`config.mk`:
```
export PLATFORM = sky130hd
export DESIGN_NAME = iter_divider_flat
export DESIGN_NICKNAME = d
export VERILOG_FILES = /design/src/rtl/iter_divider_if.sv /design/src/rtl/iter_divider.sv /design/src/flat_wrapper.sv
export SDC_FILE = /design/constraint.sdc
export NUM_CORES = 1
export LEC_CHECK = 0
export BUFFER_PORTS_ARGS = -buffer_cell sky130_fd_sc_hd__buf_2
export CAP_MARGIN = 20
export CORE_MARGIN = 1.5
export CORE_UTILIZATION = 40
export DETAILED_ROUTE_END_ITERATION = 10
export SYNTH_ARGS = -nofsm -noshare
export SYNTH_HDL_FRONTEND = slang
export SYNTH_SLANG_ARGS = --single-unit
```
`constraint.sdc`:
```
create_clock -name clk -period 2.99 [get_ports clk]
set_input_delay 0.1495 -clock clk [delete_from_list [all_inputs] [get_ports clk]]
set_output_delay 0.1495 -clock clk [all_outputs]
set_load 0.01 [all_outputs]
```
`src/rtl/iter_divider_if.sv`:
```
// Request/response bundle for iter_divider: operands and op select in,
// {remainder, quotient} out, each side with its own valid/ready pair.
interface iter_divider_if #(
  parameter int WIDTH = 32
) ();
  logic [1:0]         div_op;
  logic [WIDTH-1:0]   dividend;
  logic [WIDTH-1:0]   divisor;
  logic               div_in_valid;
  logic               div_in_ready;
  logic               div_cancel;
  logic [2*WIDTH-1:0] div_result;
  logic               div_out_valid;
  logic               div_out_ready;

  modport master (
    output div_op, dividend, divisor, div_in_valid, div_cancel, div_out_ready,
    input  div_in_ready, div_result, div_out_valid
  );

  modport slave (
    input  div_op, dividend, divisor, div_in_valid, div_cancel, div_out_ready,
    output div_in_ready, div_result, div_out_valid
  );
endinterface

```
`src/rtl/iter_divider.sv`:
```
// Radix-2 restoring divider, signed/unsigned, one quotient bit per cycle.
// Optional DIV_EARLY_OUT_EN: finish at acceptance for x/0 and |dividend| < |divisor|.
module iter_divider #(
  parameter int WIDTH = 32
) (
  input logic         clk,
  input logic         resetn,
  iter_divider_if.slave bus
);
  localparam int CW = $clog2(WIDTH + 1);

  typedef enum logic [1:0] {IDLE = 2'd0, BUSY = 2'd1, DONE = 2'd2} state_t;

  state_t           state_r, state_nxt_s;
  logic [WIDTH:0]   rem_r;
  logic [WIDTH-1:0] quo_r;
  logic [WIDTH-1:0] dsr_r;
  logic [CW-1:0]    cnt_r;
  logic             neg_rem_r, neg_quo_r, dvz_r;

  logic             signed_s, a_neg_s, b_neg_s, in_ready_s, accept_s, early_s;
  logic [WIDTH-1:0] abs_a_s, abs_b_s, q_fix_s, r_fix_s;
  logic [WIDTH:0]   shift_s;
  logic [WIDTH+1:0] diff_s;

  function automatic logic [WIDTH-1:0] neg2(input logic [WIDTH-1:0] v);
    return (~v) + WIDTH'(1'b1);
  endfunction

  // Operand conditioning, handshake and one trial-subtract step
  always_comb begin
    signed_s   = bus.div_op[0];
    a_neg_s    = signed_s & bus.dividend[WIDTH-1];
    b_neg_s    = signed_s & bus.divisor[WIDTH-1];
    abs_a_s    = a_neg_s ? neg2(bus.dividend) : bus.dividend;
    abs_b_s    = b_neg_s ? neg2(bus.divisor) : bus.divisor;
    in_ready_s = (state_r == IDLE) || ((state_r == DONE) && bus.div_out_ready);
    accept_s   = bus.div_in_valid && in_ready_s && !bus.div_cancel;
`ifdef DIV_EARLY_OUT_EN
    early_s    = (bus.divisor == {WIDTH{1'b0}}) || (abs_a_s < abs_b_s);
`else
    early_s    = 1'b0;
`endif
    shift_s    = {rem_r[WIDTH-1:0], quo_r[WIDTH-1]};
    diff_s     = {1'b0, shift_s} - {2'b00, dsr_r};
  end

  // Next-state logic; cancel overrides everything
  always_comb begin
    state_nxt_s = state_r;
    case (state_r)
      IDLE: begin
        if (accept_s) state_nxt_s = early_s ? DONE : BUSY;
        else          state_nxt_s = IDLE;
      end
      BUSY: begin
        if (cnt_r == CW'(1)) state_nxt_s = DONE;
        else                 state_nxt_s = BUSY;
      end
      DONE: begin
        if (accept_s)               state_nxt_s = early_s ? DONE : BUSY;
        else if (bus.div_out_ready) state_nxt_s = IDLE;
        else                        state_nxt_s = DONE;
      end
      default: state_nxt_s = IDLE;
    endcase
    if (bus.div_cancel) state_nxt_s = IDLE;
    else                state_nxt_s = state_nxt_s;
  end

  // State register
  always_ff @(posedge clk or negedge resetn) begin
    if (!resetn) state_r <= IDLE;
    else         state_r <= state_nxt_s;
  end

  // Datapath: load on acceptance, iterate while BUSY, hold otherwise
  always_ff @(posedge clk or negedge resetn) begin
    if (!resetn) begin
      rem_r     <= {(WIDTH+1){1'b0}};
      quo_r     <= {WIDTH{1'b0}};
      dsr_r     <= {WIDTH{1'b0}};
      cnt_r     <= {CW{1'b0}};
      neg_rem_r <= 1'b0;
      neg_quo_r <= 1'b0;
      dvz_r     <= 1'b0;
    end else if (accept_s) begin
      dsr_r     <= abs_b_s;
      cnt_r     <= CW'(WIDTH);
      neg_rem_r <= a_neg_s;
      neg_quo_r <= a_neg_s ^ b_neg_s;
      dvz_r     <= (bus.divisor == {WIDTH{1'b0}});
      if (early_s) begin
        rem_r <= {1'b0, abs_a_s};
        quo_r <= {WIDTH{1'b0}};
      end else begin
        rem_r <= {(WIDTH+1){1'b0}};
        quo_r <= abs_a_s;
      end
    end else if (state_r == BUSY) begin
      cnt_r <= cnt_r - CW'(1);
      // The dividend drains out of quo_r's MSB while quotient bits enter its LSB
      if (!diff_s[WIDTH+1]) begin
        rem_r <= diff_s[WIDTH:0];
        quo_r <= {quo_r[WIDTH-2:0], 1'b1};
      end else begin
        rem_r <= shift_s;
        quo_r <= {quo_r[WIDTH-2:0], 1'b0};
      end
    end else begin
      rem_r <= rem_r;
      quo_r <= quo_r;
    end
  end

  // Sign fix on the way out; x/0 leaves |dividend| in rem_r, so the fixed remainder is the dividend
  always_comb begin
    q_fix_s = neg_quo_r ? neg2(quo_r) : quo_r;
    r_fix_s = neg_rem_r ? neg2(rem_r[WIDTH-1:0]) : rem_r[WIDTH-1:0];
    if (dvz_r) bus.div_result = {r_fix_s, {WIDTH{1'b1}}};
    else       bus.div_result = {r_fix_s, q_fix_s};
    bus.div_in_ready  = in_ready_s;
    bus.div_out_valid = (state_r == DONE);
  end
endmodule

```
`src/flat_wrapper.sv`:
```
// flat-port wrapper written by rule: the top's interface ports become plain ports
module iter_divider_flat 
#(
  parameter int WIDTH = 32
)
  (clk, resetn, bus_div_op, bus_dividend, bus_divisor, bus_div_in_valid, bus_div_cancel, bus_div_out_ready, bus_div_in_ready, bus_div_result, bus_div_out_valid);
  iter_divider_if #(.WIDTH(WIDTH)) bus_i ();
  input logic clk;
  input logic resetn;
  input wire logic [$bits(bus_i.div_op)-1:0] bus_div_op;
  input wire logic [$bits(bus_i.dividend)-1:0] bus_dividend;
  input wire logic [$bits(bus_i.divisor)-1:0] bus_divisor;
  input wire logic [$bits(bus_i.div_in_valid)-1:0] bus_div_in_valid;
  input wire logic [$bits(bus_i.div_cancel)-1:0] bus_div_cancel;
  input wire logic [$bits(bus_i.div_out_ready)-1:0] bus_div_out_ready;
  output wire logic [$bits(bus_i.div_in_ready)-1:0] bus_div_in_ready;
  output wire logic [$bits(bus_i.div_result)-1:0] bus_div_result;
  output wire logic [$bits(bus_i.div_out_valid)-1:0] bus_div_out_valid;
  assign bus_i.div_op = bus_div_op;
  assign bus_i.dividend = bus_dividend;
  assign bus_i.divisor = bus_divisor;
  assign bus_i.div_in_valid = bus_div_in_valid;
  assign bus_i.div_cancel = bus_div_cancel;
  assign bus_i.div_out_ready = bus_div_out_ready;
  assign bus_div_in_ready = bus_i.div_in_ready;
  assign bus_div_result = bus_i.div_result;
  assign bus_div_out_valid = bus_i.div_out_valid;
  iter_divider #(.WIDTH(WIDTH)) u_core (.clk(clk), .resetn(resetn), .bus(bus_i));
endmodule
```
==> results.yml, run 1 <==
power:
  p_per_area_nw_per_um2: 987
  peakVddDrop_v: 0.000384
  p_leak_uw: 0.00504
place:
  port_buffers: 135
  place_area_um2: 10200
  dp_cells: 1530
  gp_congestion: 0.827
  hpwl_mm: 18.8
run:
  drv_cap: 0
routing:
  drt_iter0_drc: 467
  vias: 8579
  ant_nets: 0
  dr.pass1.iters: 5
  routed.top_layer: "met4"
  avgRoutedWirePerCell_um: 16.4
  drc: 0
  wl_met3_mm: 1.03
  wl_met1_mm: 11.9
  via_per_inst: 5.47
  route.met2.wl_mm: 12.3
  totalWireLength_mm: 25.7
yosys:
  syn_area_um2: 8930
  synth.yosys.warnings: 0
  synth_edf_count: 0
  syn_nets: 1225
  yosys.cell_types.count: 64
  synth_top_area_share_pct: 30.0
  synthFlopType: "dfrtp_1"
  ys_seq_area_share_pct: 30.0
  synth.most_common_cell: "o21ai_0"
  ys_top_cells_by_area: "dfrtp_1 (30%), o21ai_0 (8.7%), xnor2_1 (7.8%), nand2_1 (6.4%), xor2_1 (6.4%)"
  ys_async_sr_fraction_pct: 100
  synthTopCellsByCount: "o21ai_0 (156), nand2_1 (153), dfrtp_1 (107)"
  synth.largest_area_cell: "dfrtp_1"
  synth_seq_cells: 107
  syn_avg_cell_area_um2: 8.01
  netlist_instances: 1115
cts:
  clk_path_buf_depth: 2
  cts_tree: "done"
  root_buffer: "clkbuf_16"
  cts_inserted_buffers: 9
  clk_latency_ns: 0.36
  clkTransAtPathRegs_ns: 0.07
  htreeDepth: 3
  cts_num_sinks: 107
critical_path:
  path_max_fanout: 4
  r2r_slack_ns: 0.02
  worstPathRequired_ns: 2.84
  end_kind: "primary output"
  path_class: "reg2out"
  cp-start-kind: "flop"
  crit_arrival_ns: 3.09
sta:
  min_period_ns: 3.24
  rsz0062_at_grt: "true"
  fin_skew_ns: 0.00630
  slew_viol_final: 0
  fmax_ghz: 0.309
  hold_viol: 0
  maxSlewHeadroom_pct: 34.2
  tightestPinTransition_ns: 0.987
  worst_slack_ns: -0.250
  setup_violations: 10
  finalCritPeriodShare_pct: 108
  hold_ws_ns: 0.0889
die:
  io_pins: 137
  die_x_um: 152
  dieArea_um2: 23200
  start_util_pct: 40.8
  coreArea_um2: 21900
  die_h_um: 152
  rows: 54
global_routing:
  first_global_vias: 8180
  grt_usage_pct: 21.9
  gr-total-overflow: 0
  grt_max_degree: 101
  grt_pass1_wl_mm: 41.8
  antenna_found_initial: 0
run_status:
  violations: "setup timing"
  status: "finished, violations left"
cells_and_area:
  n_antenna_cell: 0
  areaGrowthSynthToFinish_pct: 24.1
  final_area_um2: 11100
  final_util_pct: 50.6
  drive_above_1_share_pct: 23.2
  nNetsFinal: 1394
  fin_cells: 1569
hold_path:
  hp-class: "in2reg"
==> cells in the final DEF (no fill, tap or decap), types with 11 or more instances in the layout <==
master,count
a21oi_1,53
o41ai_1,13
nor2_1,56
inv_1,53
and3_1,11
xnor2_1,80
xor2_1,65
a22oi_1,27
o21ai_0,133
o21ai_1,17
nand3_1,22
o31ai_1,20
a21o_1,23
nand2_1,151
ha_1,30
buf_4,66
dfrtp_1,103
mux2i_1,22
buf_2,134
==> metal layers <==
metal,track usage (%),up-vias
met5,0,-
met4,7.28,0
met3,2.79,27
met2,36.8,208
met1,29.1,4033
li1,-,4311
==> flip-flops by register name, indices dropped and copies added, names as in the netlist <==
signal and flops:
u_core.neg_quo_r 1, u_core.rem_r 32, u_core.neg_rem_r 1, u_core.dvz_r 1, u_core.cnt_r 6, u_core.dsr_r 32
u_core.quo_r 32, u_core.state_r 2
==> layout make-up <==
cell class / count / area (um2)
Timing Repair Buffer: 212 / 1320
Inverter: 53 / 199
Multi-Input combinational cell: 901 / 6210
Sequential cell: 107 / 2680
Clock inverter: 5 / 85.1
Clock buffer: 11 / 233
Fill cell: 2171 / 10800
Tap cell: 280 / 350
==> cell families after synthesis <==
logic type	synth area share, %
DFF	30.0
adders and majority gates	5.55
AOI/OAI and AO/OA	24.3
and+or+nand+nor	18.7
buffers and inverters	4.65
xor gates and xnor gates	14.2
muxes	2.59
==> power breakdown <==
group | switching [uW] | leakage, uW | internal [uW] | total, uW
logic | 3810 | 0.00352 | 3430 | 7240
clock network | 590 | 0.000151 | 743 | 1330
registers | 523 | 0.00137 | 1840 | 2360
total | 4920 | 0.00504 | 6010 | 10900
==> path summary, 6_finish.rpt <==
kind                                  start                 end  cells after the start
setup / recovery            u_core.rem_r[6]  bus_div_result[60]                      9
hold / removal               bus_divisor[1]     u_core.dsr_r[1]                      3
setup reg to reg            u_core.rem_r[0]    u_core.rem_r[17]                     13
hold reg to reg            u_core.dsr_r[18]    u_core.dsr_r[18]                      2
max in group asynchronous            resetn     u_core.quo_r[4]                      3
min in group asynchronous            resetn     u_core.cnt_r[3]                      2
==> per-stage QoR <==
stage	power, uW	TNS (ns)	worst slack [ns]
5_1_grt	11800	-5.26	-0.349
4_1_cts	10300	-1.16	-0.262
3_3_place_gp	8560	-0.00556	-0.00556
2_1_floorplan	6500	0	0.152
6_report	10900	-1.27	-0.250
3_5_place_dp	8630	-0.00532	-0.00532
==> critical path, cell delays in order (launching register included) <==
cell	delay, ns
dfrtp_1	0.41
nor4_4	0.31
buf_4	0.17
nand2b_4	0.07
or4_4	0.50
or4_4	0.48
or3_4	0.36
o21ai_1	0.15
xnor2_1	0.13
buf_2	0.14
==> repair_timing <==
item,CTS,global route
setup buffers,4,15
hold buffers,2,0
endpoints found under the setup margin,24,55
endpoints found under the hold margin,54,0
gates cloned,0,2
resized for setup,23,86
pin swaps,5,22
No activity file was read; power rests on OpenSTA's default activity.
==> run 2: changes to the inputs <==
- CTS_BUF_LIST: not set -> sky130_fd_sc_hd__clkbuf_8
==> results.yml, run 2 (synthesis gave the netlist of run 1 again) <==
global_routing:
  gr-total-overflow: 0
  grt_pass1_wl_mm: 41.9
  first_global_vias: 8247
  grt-busiest-layer: "met2"
  met2_usage_pct: 37.0
  grt_max_degree: 101
  grt_usage_pct: 21.9
  use_met3_pct: 2.84
  antenna_found_initial: 0
  grtUsageMet1_pct: 28.9
power:
  clockPowerShare_pct: 9.7
  sw_frac_of_total_pct: 46.1
  pwr-share-seq_pct: 22.1
  p_total_uw: 10700
  p_leak_uw: 0.00503
  peakVddDrop_v: 0.000380
  p_per_area_nw_per_um2: 968
  power.switching_uw: 4920
  combPwrFrac_pct: 68.2
  p_int_uw: 5750
routing:
  avgRoutedWirePerCell_um: 16.4
  ant_nets: 0
  vias: 8634
  drc: 0
  drt_iter0_drc: 406
  via_per_inst: 5.49
  totalWireLength_mm: 25.8
  dr.pass1.iters: 5
sta:
  worst_slack_ns: -0.300
  rsz0062_at_grt: "true"
  fmax_ghz: 0.304
  maxSlewHeadroom_pct: 34.7
  fin_skew_ns: 0.0109
  min_period_ns: 3.29
  finalCritPeriodShare_pct: 110
  hold_ws_ns: 0.0458
  slew_viol_final: 0
  setup_violations: 12
  tightestPinTransition_ns: 0.979
  hold_viol: 0
critical_path:
  cp-start-kind: "flop"
  rr_worst_depth: 13
  worstPathRequired_ns: 2.84
  end_kind: "primary output"
  path_max_fanout: 4
  path_class: "reg2out"
  crit_arrival_ns: 3.14
cells_and_area:
  reg_top3: "u_core.dsr_r (32), u_core.quo_r (32), u_core.rem_r (32)"
  multiInputGateArea_um2: 6230
  mostFrequentLayoutCell: "nand2_1"
  final-seq-area_um2: 2680
  n_antenna_cell: 0
  nNetsFinal: 1397
  final_cell_mix: "nand2_1 (150), buf_2 (134), o21ai_0 (132)"
  final_util_pct: 50.4
  drive_above_1_share_pct: 23.7
  areaGrowthSynthToFinish_pct: 23.4
  fillers: 2183
hold_path:
  hold_path_depth: 3
  hp-class: "in2reg"
die:
  coreArea_um2: 21900
  rows: 54
  die_h_um: 152
  io_pins: 137
  die_x_um: 152
  start_util_pct: 40.8
  dieArea_um2: 23200
place:
  port_buffers: 135
  hpwl_mm: 18.8
  gp_congestion: 0.827
cts:
  clk_latency_ns: 0.40
  cts_num_sinks: 107
  cts_tree: "done"
  htreeDepth: 3
  clkTransAtPathRegs_ns: 0.11
  clk_path_buf_depth: 2
  cts_inserted_buffers: 9
  root_buffer: "clkbuf_8"
run:
  drv_cap: 0
run_status:
  status: "finished, violations left"
  violations: "setup timing"
## run 2: changes by cell type in the layout (fill, tap and decap cells not counted), sizes merged
cell	delta
clkbuf	-2
inv	+2
buf	+3
## run 2: routing by layer
metal  share of wire, %  up-vias  wire (um)
met5                  0        -          0
met4                2.1        0        543
met3                4.1       27       1060
met2                 48      199      12300
met1                 46     4091      11900
li1                   -     4317          -
## run 2: worst paths after layout
path	startpoint	to	slack, ns
max	u_core.rem_r[6]	bus_div_result[60]	-0.30
min	bus_divisor[1]	u_core.dsr_r[1]	0.05
max reg2reg	u_core.rem_r[0]	u_core.rem_r[17]	0.02
min reg2reg	u_core.dsr_r[18]	u_core.dsr_r[18]	0.49
max in group asynchronous	resetn	u_core.quo_r[16]	1.73
min in group asynchronous	resetn	u_core.cnt_r[3]	0.45
## run 2: cell type report
type / count / share of cell area, %
inverters: 53 / 1.80
multi-input cells: 901 / 56.5
repair buffers: 215 / 12.2
well taps: 280 / 3.18
clock inverters: 7 / 0.840
flip-flops and latches: 107 / 24.3
clock buffers: 9 / 1.12
## run 2: power groups by stage
stage          clock (uW)  sequential (uW)  combinational [uW]
2_1_floorplan           0             2250                4250
4_1_cts              1060             2310                6640
3_5_place_dp            0             2330                6300
3_3_place_gp            0             2310                6250
5_1_grt              1110             2430                8020
6_report             1030             2360                7280
## run 2: per-stage QoR
step	instance area [um2]	setup slack [ns]	std cells	TNS, ns
after CTS	10600	-0.318	1556	-1.69
after global placement	10200	-0.00556	1530	-0.00556
final	11000	-0.300	1572	-1.91
after floorplan	8930	0.152	1115	0
after global routing	11000	-0.411	1572	-6.09
after detailed placement	10200	-0.00532	1530	-0.00532
## run 2: critical path: stages, from the launching register on
cell,delay (ns)
dfrtp_1,0.43
nor4_4,0.31
buf_4,0.17
nand2b_4,0.07
or4_4,0.50
or4_4,0.48
or3_4,0.36
o21ai_1,0.15
xnor2_1,0.13
buf_2,0.14
## run 2: repair_timing
action	4_1_cts	5_1_grt
cloned	0	2
pin swaps	7	26
endpoints found under the hold margin	75	0
endpoints found under the setup margin	25	55
setup buffers	8	15
resized for setup	27	88
hold buffers	2	0
==> run 3: changes to the inputs <==
==> constraint.sdc (replaced) <==
create_clock -name clk -period 3.9 [get_ports clk]
set_input_delay 0.39 -clock clk [delete_from_list [all_inputs] [get_ports clk]]
set_output_delay 0.39 -clock clk [all_outputs]
set_load 0.01 [all_outputs]
==> results.yml, run 3 (synthesis gave the netlist of run 1 again) <==
power:
  p_leak_uw: 0.00460
  peakVddDrop_v: 0.000254
  p_per_area_nw_per_um2: 691
place:
  port_buffers: 135
  gp_congestion: 0.857
  hpwl_mm: 18.3
cells_and_area:
  areaGrowthSynthToFinish_pct: 12.6
  nNetsFinal: 1332
  reg_top3: "u_core.dsr_r (32), u_core.quo_r (32), u_core.rem_r (32)"
  final_util_pct: 45.9
  mostFrequentLayoutCell: "o21ai_0"
  final_cell_mix: "o21ai_0 (154), nand2_1 (153), buf_2 (134)"
  drive_above_1_share_pct: 15.5
critical_path:
  cp-start-kind: "flop"
  path_delay_family: "simple AND/OR/NAND/NOR gates"
  r2r_slack_ns: 0.51
  end_kind: "primary output"
  crit_chain: "or4_4 > or4_4 > or4_4 > or3_4 > o31ai_4 > xnor2_1 > buf_2"
  crit_arrival_ns: 3.30
  worstPathRequired_ns: 3.51
  max_stage_delay_ns: 0.58
  path_max_fanout: 5
  path_class: "reg2out"
  crit_top_cell: "or4_4"
  cp_slowest_cell: "or4_4"
  worst-path-buf-inv: 1
routing:
  drt_iter0_drc: 433
  vias: 8349
  via_per_inst: 5.54
  avgRoutedWirePerCell_um: 16.3
  dr.pass1.iters: 5
  ant_nets: 0
  totalWireLength_mm: 24.5
  drc: 0
cts:
  clk_latency_ns: 0.39
  clkTransAtPathRegs_ns: 0.12
  root_buffer: "clkbuf_8"
  post_cts_buffers: 0
  cts_num_sinks: 107
  clk_path_buf_depth: 2
  cts_inserted_buffers: 9
  cts_hold_buffers: 0
  cts_tree: "done"
  htreeDepth: 3
die:
  die_x_um: 152
  rows: 54
  dieArea_um2: 23200
  coreArea_um2: 21900
  io_pins: 137
  start_util_pct: 40.8
  die_h_um: 152
global_routing:
  gr-total-overflow: 0
  grt_max_degree: 73
  first_global_vias: 8113
  grt_pass1_wl_mm: 40.9
  grt_usage_pct: 21.3
  antenna_found_initial: 1
sta:
  fin_skew_ns: 0.0123
  setup_violations: 0
  fmax_ghz: 0.271
  finalCritPeriodShare_pct: 94.7
  tightestPinTransition_ns: 1.02
  slew_viol_final: 0
  min_period_ns: 3.69
  hold_viol: 0
  rsz0062_at_grt: "false"
  totalNegativeSetupSlack_ns: 0
  maxSlewHeadroom_pct: 32.2
hold_path:
  hp-class: "in2async"
run:
  drv_cap: 0
run_status:
  status: "finished, final reports clean"
## run 3: cell count changes in the layout (fill, tap and decap cells not counted), sizes merged
cell	change
clkinv	+2
dlygate4sd3	-2
diode	+1
buf	-63
bufinv	-2
## run 3: worst paths after layout
path,start,endpoint,cells past startpoint
worst min register to register,u_core.neg_rem_r,u_core.neg_rem_r,2
min in group clk,bus_div_cancel,u_core.state_r[0],2
worst max-delay path,u_core.rem_r[10],bus_div_result[63],7
max in group asynchronous,resetn,u_core.rem_r[18],2
worst max register to register,u_core.quo_r[31],u_core.rem_r[30],12
worst min-delay path,resetn,u_core.cnt_r[3],1
## run 3: power by group
group / leakage, uW / internal (uW) / switching, uW / total (uW)
Clock: 0.0000918 / 238 / 437 / 675
Sequential: 0.00137 / 1410 / 459 / 1870
Combinational: 0.00314 / 1930 / 2480 / 4410
## run 3: timing repair
action | CTS | global route
resized for setup | 0 | 4
endpoints found under the hold margin | 0 | 0
endpoints found under the setup margin | 0 | 2
## run 3: area by class of cell
type	instances	area, um2
fill	2278	11800
multi-input combinational	901	5860
sequential	107	2680
timing repair buffer	150	791
tap	280	350
inverter	53	199
clock buffer	9	124
clock inverter	7	51.3
antenna	1	2.50
## run 3: metal layers
layer | global-route usage, % | part of all wire (%)
met1 | 28.0 | 46
met2 | 36.4 | 48
met3 | 2.56 | 4.1
met4 | 6.87 | 2.1
met5 | 0 | 0
## run 3: through the flow
step	std cells	power (uW)	cell area [um2]	hold slack, ns	worst slack (ns)
6_report	1508	6950	10100	0.125	0.205
4_1_cts	1507	6970	10000	0.160	0.106
5_1_grt	1507	7600	10100	0.171	0.00148
3_5_place_dp	1491	6270	9870	0.471	0.554
3_3_place_gp	1491	6240	9870	0.463	0.561
2_1_floorplan	1115	4990	8930	0.0944	0.861
